==> config.mk <==
export PLATFORM = sky130hd
export DESIGN_NAME = uart_boot_loader
export DESIGN_NICKNAME = d
export VERILOG_FILES = /design/src/rtl/boot_pkg.sv /design/src/rtl/boot_timer.sv /design/src/rtl/uart_boot_loader.sv
export SDC_FILE = /design/constraint.sdc
export NUM_CORES = 1
export LEC_CHECK = 0
export ABC_AREA = 1
export BUFFER_PORTS_ARGS = -buffer_cell sky130_fd_sc_hd__buf_2
export CORE_MARGIN = 1.5
export CORE_UTILIZATION = 64
export CTS_BUF_LIST = sky130_fd_sc_hd__clkbuf_4 sky130_fd_sc_hd__clkbuf_8 sky130_fd_sc_hd__clkbuf_16
export DETAILED_ROUTE_END_ITERATION = 10
export PLACE_DENSITY = 0.93
export SYNTH_ARGS = -nofsm -noshare
export SYNTH_HDL_FRONTEND = slang
export SYNTH_SLANG_ARGS = --single-unit
==> constraint.sdc <==
create_clock -name clk -period 3.9 [get_ports clk]
set_input_delay 0.78 -clock clk [delete_from_list [all_inputs] [get_ports clk]]
set_output_delay 0.78 -clock clk [all_outputs]
set_load 0.02 [all_outputs]
==> src/rtl/boot_pkg.sv <==
// Shared definitions for the UART boot loader: FSM states, frame marker
// and default sizing/timing constants.
package boot_pkg;

    typedef enum logic [2:0] {
        WAIT_SYNC,
        LEN_HI,
        LEN_LO,
        DATA,
        CSUM,
        RUN,
        ERR
    } boot_state_t;

    localparam logic [7:0]  SYNC_BYTE            = 8'hA5;
    localparam int unsigned DEF_MEM_WORDS        = 2048;
    localparam int unsigned DEF_BOOT_WAIT        = 50_000_000;
    localparam int unsigned DEF_BYTE_TIMEOUT     = 5_000_000;

    // True while a frame is being received and the inter-byte timeout applies.
    function automatic logic in_frame(input boot_state_t s);
        return (s == LEN_HI) || (s == LEN_LO) || (s == DATA) || (s == CSUM);
    endfunction

endpackage

==> src/rtl/boot_timer.sv <==
// Loadable down-counter. Reset and load both restore the load value; the
// expire flag is high while the count sits at zero, where it stays.
module boot_timer
    import boot_pkg::*;
#(
    parameter int unsigned WIDTH = 32
)
(
    input  logic             clk,
    input  logic             rst,
    input  logic [WIDTH-1:0] load_val,
    input  logic             load,
    input  logic             dec,
    output logic             expired
);

    logic [WIDTH-1:0] count;

    // Reload on reset or load, otherwise count down to zero and stop there.
    always_ff @(posedge clk) begin
        if (!rst || load) begin
            count <= load_val;
        end else if (dec && (count != '0)) begin
            count <= count - WIDTH'(1);
        end
    end

    assign expired = (count == '0);

endmodule

==> src/rtl/uart_boot_loader.sv <==
// UART boot loader: parses SYNC / length / data / checksum frames from the
// serial receiver, writes big-endian words into RAM, and holds the core in
// reset until an image is loaded or the boot window runs out.
module uart_boot_loader
    import boot_pkg::*;
#(
    parameter logic [31:0] BASE_ADDR    = 32'h0000_0000,
    parameter int unsigned MEM_WORDS    = DEF_MEM_WORDS,
    parameter int unsigned BOOT_WAIT    = DEF_BOOT_WAIT,
    parameter int unsigned BYTE_TIMEOUT = DEF_BYTE_TIMEOUT
)
(
    input  logic        clk,
    input  logic        rst,
    input  logic [7:0]  rx_data,
    input  logic        rx_valid,
    output logic [31:0] mem_addr,
    output logic [31:0] mem_din,
    output logic [3:0]  mem_wren,
    output logic        core_hold,
    output logic        busy,
    output logic        done,
    output logic        err,
    output logic [15:0] words_loaded
);

    boot_state_t state;
    logic [15:0] len;
    logic [15:0] len_next;
    logic [15:0] words_next;
    logic [7:0]  csum;
    logic [7:0]  csum_next;
    logic [1:0]  byte_idx;
    logic [23:0] word_buf;
    logic        sync_seen;
    logic        frame_active;
    logic        wait_expired;
    logic        byte_expired;

    assign frame_active = in_frame(state);
    assign sync_seen    = rx_valid && (rx_data == SYNC_BYTE);
    assign len_next     = {len[15:8], rx_data};
    assign words_next   = words_loaded + 16'd1;
    assign csum_next    = csum ^ rx_data;

    // Boot window: only runs while no frame has ever started.
    boot_timer #(.WIDTH(32)) u_wait_timer (
        .clk      (clk),
        .rst      (rst),
        .load_val (32'(BOOT_WAIT - 1)),
        .load     (1'b0),
        .dec      (state == WAIT_SYNC),
        .expired  (wait_expired)
    );

    // Inter-byte timeout: rearmed by every byte and whenever no frame is open.
    boot_timer #(.WIDTH(32)) u_byte_timer (
        .clk      (clk),
        .rst      (rst),
        .load_val (32'(BYTE_TIMEOUT - 1)),
        .load     (rx_valid || !frame_active),
        .dec      (frame_active),
        .expired  (byte_expired)
    );

    // Frame parser, word assembler, checksum and registered outputs.
    always_ff @(posedge clk) begin
        if (!rst) begin
            state        <= WAIT_SYNC;
            len          <= 16'h0000;
            csum         <= 8'h00;
            byte_idx     <= 2'd0;
            word_buf     <= 24'h000000;
            mem_addr     <= 32'h0000_0000;
            mem_din      <= 32'h0000_0000;
            mem_wren     <= 4'h0;
            core_hold    <= 1'b1;
            busy         <= 1'b0;
            done         <= 1'b0;
            err          <= 1'b0;
            words_loaded <= 16'h0000;
        end else begin
            mem_wren <= 4'h0;
            if (frame_active && !rx_valid && byte_expired) begin
                state <= ERR;
                err   <= 1'b1;
                busy  <= 1'b0;
            end else begin
                case (state)
                    WAIT_SYNC, ERR: begin
                        if (sync_seen) begin
                            state        <= LEN_HI;
                            busy         <= 1'b1;
                            err          <= 1'b0;
                            csum         <= 8'h00;
                            words_loaded <= 16'h0000;
                        end else if ((state == WAIT_SYNC) && wait_expired) begin
                            state     <= RUN;
                            core_hold <= 1'b0;
                        end
                    end
                    LEN_HI: begin
                        if (rx_valid) begin
                            len[15:8] <= rx_data;
                            csum      <= csum_next;
                            state     <= LEN_LO;
                        end
                    end
                    LEN_LO: begin
                        if (rx_valid) begin
                            len  <= len_next;
                            csum <= csum_next;
                            if ({16'h0000, len_next} > MEM_WORDS) begin
                                state <= ERR;
                                err   <= 1'b1;
                                busy  <= 1'b0;
                            end else if (len_next == 16'h0000) begin
                                state <= CSUM;
                            end else begin
                                state    <= DATA;
                                byte_idx <= 2'd0;
                            end
                        end
                    end
                    DATA: begin
                        if (rx_valid) begin
                            csum <= csum_next;
                            if (byte_idx == 2'd3) begin
                                mem_wren     <= 4'hF;
                                mem_addr     <= BASE_ADDR + {14'h0000, words_loaded, 2'b00};
                                mem_din      <= {word_buf, rx_data};
                                words_loaded <= words_next;
                                byte_idx     <= 2'd0;
                                if (words_next == len) begin
                                    state <= CSUM;
                                end
                            end else begin
                                word_buf <= {word_buf[15:0], rx_data};
                                byte_idx <= byte_idx + 2'd1;
                            end
                        end
                    end
                    CSUM: begin
                        if (rx_valid) begin
                            if (rx_data == csum) begin
                                state     <= RUN;
                                done      <= 1'b1;
                                busy      <= 1'b0;
                                core_hold <= 1'b0;
                            end else begin
                                state <= ERR;
                                err   <= 1'b1;
                                busy  <= 1'b0;
                            end
                        end
                    end
                    RUN: begin
                        state <= RUN;
                    end
                    default: begin
                        state <= ERR;
                        err   <= 1'b1;
                        busy  <= 1'b0;
                    end
                endcase
            end
        end
    end

endmodule

=== After elaboration in Yosys (flattened, before gate mapping) ===
Cells that the tools add are included.

* Add/subtract/negate cells: 4
* $lt $le $gt $ge: 1
* Equal/unequal tests: 36
* Muxes and demuxes: 46
* Bitwise logic cells: 8
* Reduce and logical (&&, ||, !) cells: 42

{| class="wikitable"
|+ Operator list
! kind !! number
|-
| $logic_not 32->1 || 2
|-
| $reduce_bool 32->1 || 2
|-
| $sub 32x1->32 const B || 2
|-
| $mux 16 || 3
|-
| $mux 3 || 11
|-
| $pmux 16 s2 || 1
|-
| $pmux 8 s2 || 2
|-
| $mux 8 || 3
|-
| $reduce_and 4->1 || 5
|-
| $ne 2x2->1 const B || 9
|-
| $pmux 3 s6 || 1
|-
| $reduce_and 6->1 || 3
|-
| $add 16x1->16 const B || 1
|-
| $eq 16x16->1 || 1
|-
| $gt 16x12->1 const B || 1
|-
| $logic_not 16->1 || 1
|-
| $mux 1 || 14
|-
| $reduce_and 7->1 || 2
|-
| $mux 2 || 6
|-
| $ne 2x1->1 const B || 6
|-
| $ne 3x2->1 const B || 4
|-
| $reduce_and 5->1 || 2
|-
| $eq 3x3->1 const B || 3
|-
| $ne 3x1->1 const B || 3
|-
| 23 further kinds || 49
|}

* Register bits: 189
* Output and inout port bits: 88
* Word-level logic and storage cells: 154

=== Depth between registers and ports, before layout ===
* Depth in word-level cells: 8
* Depth in mapped cells: 16

=== Cells and area by module ===
A second synthesis with hierarchy kept.

* Cells, all modules: 1,423
* Area, all modules: 10,381.2 µm²

{| class="wikitable"
|+ By module, submodules not included
! module !! instances !! cells an instance !! area an instance (µm²) !! sequential area each (µm²)
|-
| uart_boot_loader || 1 || 791 || 5,846.9 || 2,442.3
|-
| boot_timer || 2 || 316 || 2,267.2 || 960.9
|}

=== Least setup slack after synthesis ===
No wires, ideal clock.

* Path type: in2reg
* Start: input rx_data[0]
* End: register words_loaded[11]
* Setup time: 0.142 ns
* Arrival time: 1.846 ns
* Path slack: 1.912 ns
* Stages: 10
* Path buffers: 1
* Cells stage by stage: inv_1 -> nor4_1 -> nand3_1 -> nand2_1 -> nand2_1 -> inv_2 -> nand2_4 -> buf_6 -> a31oi_1 -> a211oi_2

* Cells in the longest elaborated chain, start to end: 4

{| class="wikitable"
|+ RTL lines
! item !! RTL line !! text
|-
| from (decl) || uart_boot_loader.sv:15 || <nowiki>input logic [7:0] rx_data,</nowiki>
|-
| $eq 8x8->1 || uart_boot_loader.sv:41 || <nowiki>assign sync_seen = rx_valid && (rx_data == SYNC_BYTE);</nowiki>
|-
| $logic_and 1x1->1 || uart_boot_loader.sv:41 ||
|-
| $ne 2x2->1 (no line) || n/a ||
|-
| $reduce_and 5->1 (no line) || n/a ||
|-
| to (signal assigned) || uart_boot_loader.sv:132 || <nowiki>words_loaded <= words_next;</nowiki>
|-
| to (decl) || uart_boot_loader.sv:24 || <nowiki>output logic [15:0] words_loaded</nowiki>
|}

Every way passes these cells.
A chain may end at the register's enable or synchronous reset.

=== Final worst setup path ===
* Start: register state[1]
* End: register word_buf[22]

* Cells in the longest elaborated chain, start to end: 8

{| class="wikitable"
|+ RTL lines
! item !! RTL line !! text
|-
| from (decl) || uart_boot_loader.sv:27 || <nowiki>boot_state_t state;</nowiki>
|-
| from (signal assigned) || uart_boot_loader.sv:69 || <nowiki>state <= WAIT_SYNC;</nowiki>
|-
| from (signal assigned) || uart_boot_loader.sv:85 || <nowiki>state <= ERR;</nowiki>
|-
| from (signal assigned) || uart_boot_loader.sv:92 || <nowiki>state <= LEN_HI;</nowiki>
|-
| $eq 3x1->1 / $eq 3x2->1 (equally long branches) || boot_pkg.sv:22 || <nowiki>return (s == LEN_HI) || (s == LEN_LO) || (s == DATA) || (s == CSUM);</nowiki>
|-
| $logic_or 1x1->1 (3 in series) || boot_pkg.sv:22 ||
|-
| $logic_and 1x1->1 (2 in series) || uart_boot_loader.sv:84 || <nowiki>if (frame_active && !rx_valid && byte_expired) begin</nowiki>
|-
| $not 1->1 (no line) || n/a ||
|-
| $reduce_and 4->1 (no line) * || n/a ||
|-
| to (signal assigned) || uart_boot_loader.sv:138 || <nowiki>word_buf <= {word_buf[15:0], rx_data};</nowiki>
|-
| to (decl) || uart_boot_loader.sv:34 || <nowiki>logic [23:0] word_buf;</nowiki>
|}

Mark *: on every way between the ends. The rest lies on a longest branch, timed or not.

==> qor.txt <==
Hold path start: word_buf[20]
Synth Area in Compound Gates: 17.1%
Setup Buffers After CTS: 0
Max cap viols: 0
Worst-Margin Slew: 0.678 ns
XOR/XNOR share of the synthesized area: 2.81%
Dpl cells: 1545
Clk root buf: clkbuf_16
Antenna Cells: 0
Die W: 124 um
Num rows: 43
CP Launch Type: flop
Hold Path Class: flop to flop
Pwr Density: 526 mW/mm^2
Worst vdd ir: 369 uV
Reg2Reg Setup Slack: 1.35 ns
NumNets Final: 1402
Full die area: 0.0153 mm^2
IO buf count: 82
First-pass GRT wire length: 38.4 mm
Post-synthesis simple-gate area fraction: 29.1%
Vias/cell: 5.78
Routed Antenna Nets: 0
Synth unique cells: 47
CTS tree: built
Core area: 0.0140 mm^2
CTS H-tree depth: 4
Status: finished clean
Initial Util: 66.5%
Crit Path Max Fanout: 30
FF-to-FF Start: state[1]
Minimum clock period: 2.55 ns
Initial antenna violation count: 1
Largest family of logic cells by synthesized area: simple AND/OR/NAND/NOR gates
Final period util: 65.3%
Resized Gates After CTS: 0
Slowest cell on crit path: dfxtp_1
Pins Over Slew Limit: 0
Vias in the first global route: 8167
CP arrival: 2.91 ns
Clk slew on worst S/H paths: 0.08 ns
Drt total wl: 23.8 mm
Clock tree buffer depth: 2
Post-DR wirelength/cell: 15.1 um
Worst hold endpoint: mem_din[28]
DIE HEIGHT: 124 um
RSZ-0062 raised after global routing: no
Top Ports: 99
Clk_skew: 0.0128 ns
# DRC: 0
Total grt overflow: 0
Vias: 9115
Worst reg2reg path endpoint: word_buf[22]
Worst relative slew slack: 54.6%
Dpl hpwl: 16.7 mm
Final hold vios: 0
Final setup violation count: 0
Multiplexer share of the synthesized area: 0%
Commonest cells after routing, fill and taps aside: 235 x nand2_1, 186 x dfxtp_1, 147 x inv_1, 147 x nor2_1, 130 x a21oi_1
Ys flop type: dfxtp_1
Yosys reg bits: 186
Worst-skew pair later-pin latency: 0.44 ns
Sequential share of the synthesized area: 39.9%
Final worst setup slack: 1.35 ns
Pin count of the biggest net entering global routing: 62
Leakage: 4.40 nW
Mapped Avg Cell Area: 7.06 um^2
CP max stage delay: 0.45 ns
Area Growth Syn to Fin: 10.9%
EDFF count, synth: 0
Initial DRT Pass Iterations: 8
FMAX: 393 MHz
Hold buffers post-CTS: 0
Post-Syn Instances: 1322
Layout cell share with drive strength beyond 1: 13.6%
Commonest non-fill, non-tap cell in the layout: nand2_1
Post-Syn Area: 0.00934 mm^2
Post-synthesis adder-cell area fraction: 0.938%
Delay-heaviest family, CP: simple AND/OR/NAND/NOR gates
CP Cell Sequence: nand2_2 > nor2_4 > inv_2 > nor2_1 > inv_1 > nor2_2 > buf_4 > o21ai_0 > a21oi_1
Final setup TNS: 0 ns
Initial DRC count: 975
Synth async-reset ratio: 0%
CP Capture Type: flop
Yosys warning count: 0
Placer Congestion: 0.964
Post-Layout Cell Count: 1577
CTS Sinks: 186
WP buf/inv: 3
Dpl ws: 1.41 ns
CTS Buf Count: 17
GRT Util Overall: 31.7%
Setup CP Type: flop to flop
Worst Hold Path Cells: 2
Critical Path RT: 4.26 ns
Worst Reg2Reg Path Length in Cells: 9
## state kept, by name, indices dropped and copies added (netlist names), 2 cells and up
name and flops:
csum 8, words_loaded 16, u_byte_timer.count 32, word_buf 24, mem_addr 16, mem_din 32
byte_idx 2, state 3, u_wait_timer.count 32, len 16
## worst max-delay path by stage
stage	start	to	slack [ns]	cells after the start
after global placement	rx_data[2]	byte_idx[0]	1.49	10
after CTS	state[1]	word_buf[22]	1.41	9
final	state[1]	word_buf[22]	1.35	9
after detailed placement	rx_data[0]	words_loaded[7]	1.41	10
after floorplan	rx_data[0]	words_loaded[11]	1.91	10
after global routing	state[1]	word_buf[22]	1.17	9
## area by class of cell
| class | instances | area, um^2 |
|---|---|---|
| Multi-Input combinational cell | 933 | 4730 |
| Sequential cell | 186 | 3720 |
| Fill cell | 1088 | 3690 |
| Inverter | 158 | 593 |
| Timing Repair Buffer | 88 | 468 |
| Clock buffer | 18 | 439 |
| Tap cell | 180 | 225 |
| Clock inverter | 14 | 171 |
## metal layers
| layer | track usage, % | vias up | wire length, um | share of wire [%] |
|---|---|---|---|---|
| met3 | 7.28 | 65 | 1950 | 8.2 |
| met4 | 11.4 | 0 | 632 | 2.7 |
| li1 | - | 4461 | - | - |
| met2 | 51.6 | 407 | 11100 | 47 |
| met1 | 41.2 | 4182 | 10100 | 43 |
| met5 | 0 | - | 0 | 0 |
## stage by stage
| stage | area, um^2 | power (mW) | utilization (%) | hold slack [ns] |
|---|---|---|---|---|
| 2_1_floorplan | 9390 | 3.39 | - | 0.420 |
| 3_3_place_gp | 9740 | 3.63 | 69.4 | 0.433 |
| 3_5_place_dp | 9740 | 3.66 | 69.4 | 0.436 |
| 4_1_cts | 10400 | 5.42 | 73.7 | 0.452 |
| 5_1_grt | 10400 | 5.73 | 73.7 | 0.471 |
| 6_report | 10400 | 5.45 | 73.7 | 0.452 |
## synthesized netlist by cell type, types with 2 or more instances
library cell | instances | area (um^2)
a211oi_1 | 2 | 15.0
a211oi_2 | 11 | 138
a21boi_0 | 2 | 15.0
a21oi_1 | 130 | 651
a21oi_2 | 3 | 26.3
a31oi_1 | 12 | 75.1
buf_2 | 13 | 65.1
buf_4 | 22 | 165
buf_6 | 4 | 45.0
clkbuf_1 | 21 | 78.8
dfxtp_1 | 186 | 3720
ha_1 | 7 | 87.6
inv_1 | 147 | 552
inv_2 | 10 | 37.5
nand2_1 | 235 | 882
nand2_2 | 9 | 56.3
nand2_4 | 2 | 22.5
nand3_1 | 93 | 465
nand3b_1 | 7 | 52.6
nand4_1 | 27 | 169
nor2_1 | 148 | 556
nor2_2 | 13 | 81.3
nor2_4 | 7 | 78.8
nor3_1 | 12 | 60.1
nor3_2 | 5 | 50.1
nor3b_1 | 3 | 22.5
nor4_1 | 17 | 106
o211ai_1 | 5 | 37.5
o21ai_0 | 113 | 566
o21ai_2 | 2 | 17.5
o31ai_1 | 2 | 15.0
or2_1 | 6 | 37.5
or2_2 | 4 | 25.0
xnor2_1 | 5 | 43.8
xor2_1 | 25 | 219
## where the power goes
part	total (mW)	internal, mW	switching (mW)
Sequential	2.22	2.05	0.167
Clock	1.78	0.937	0.841
Combinational	1.45	0.430	1.02
## worst reg2reg max path: cells and delay by family, from the launching register on
family	cells	cell delay [ns]
AOI/OAI and AO/OA	2	0.36
buffers and inverters	3	0.62
DFF	1	0.45
and+or+nand+nor	4	1.06
## cell families after synthesis
family,after synthesis
compound gates,287
xor+xnor,30
fa+ha+maj,7
buf+inv,218
flops,186
other cells,1
simple gates,593
Power figures use the tool's default switching activity.
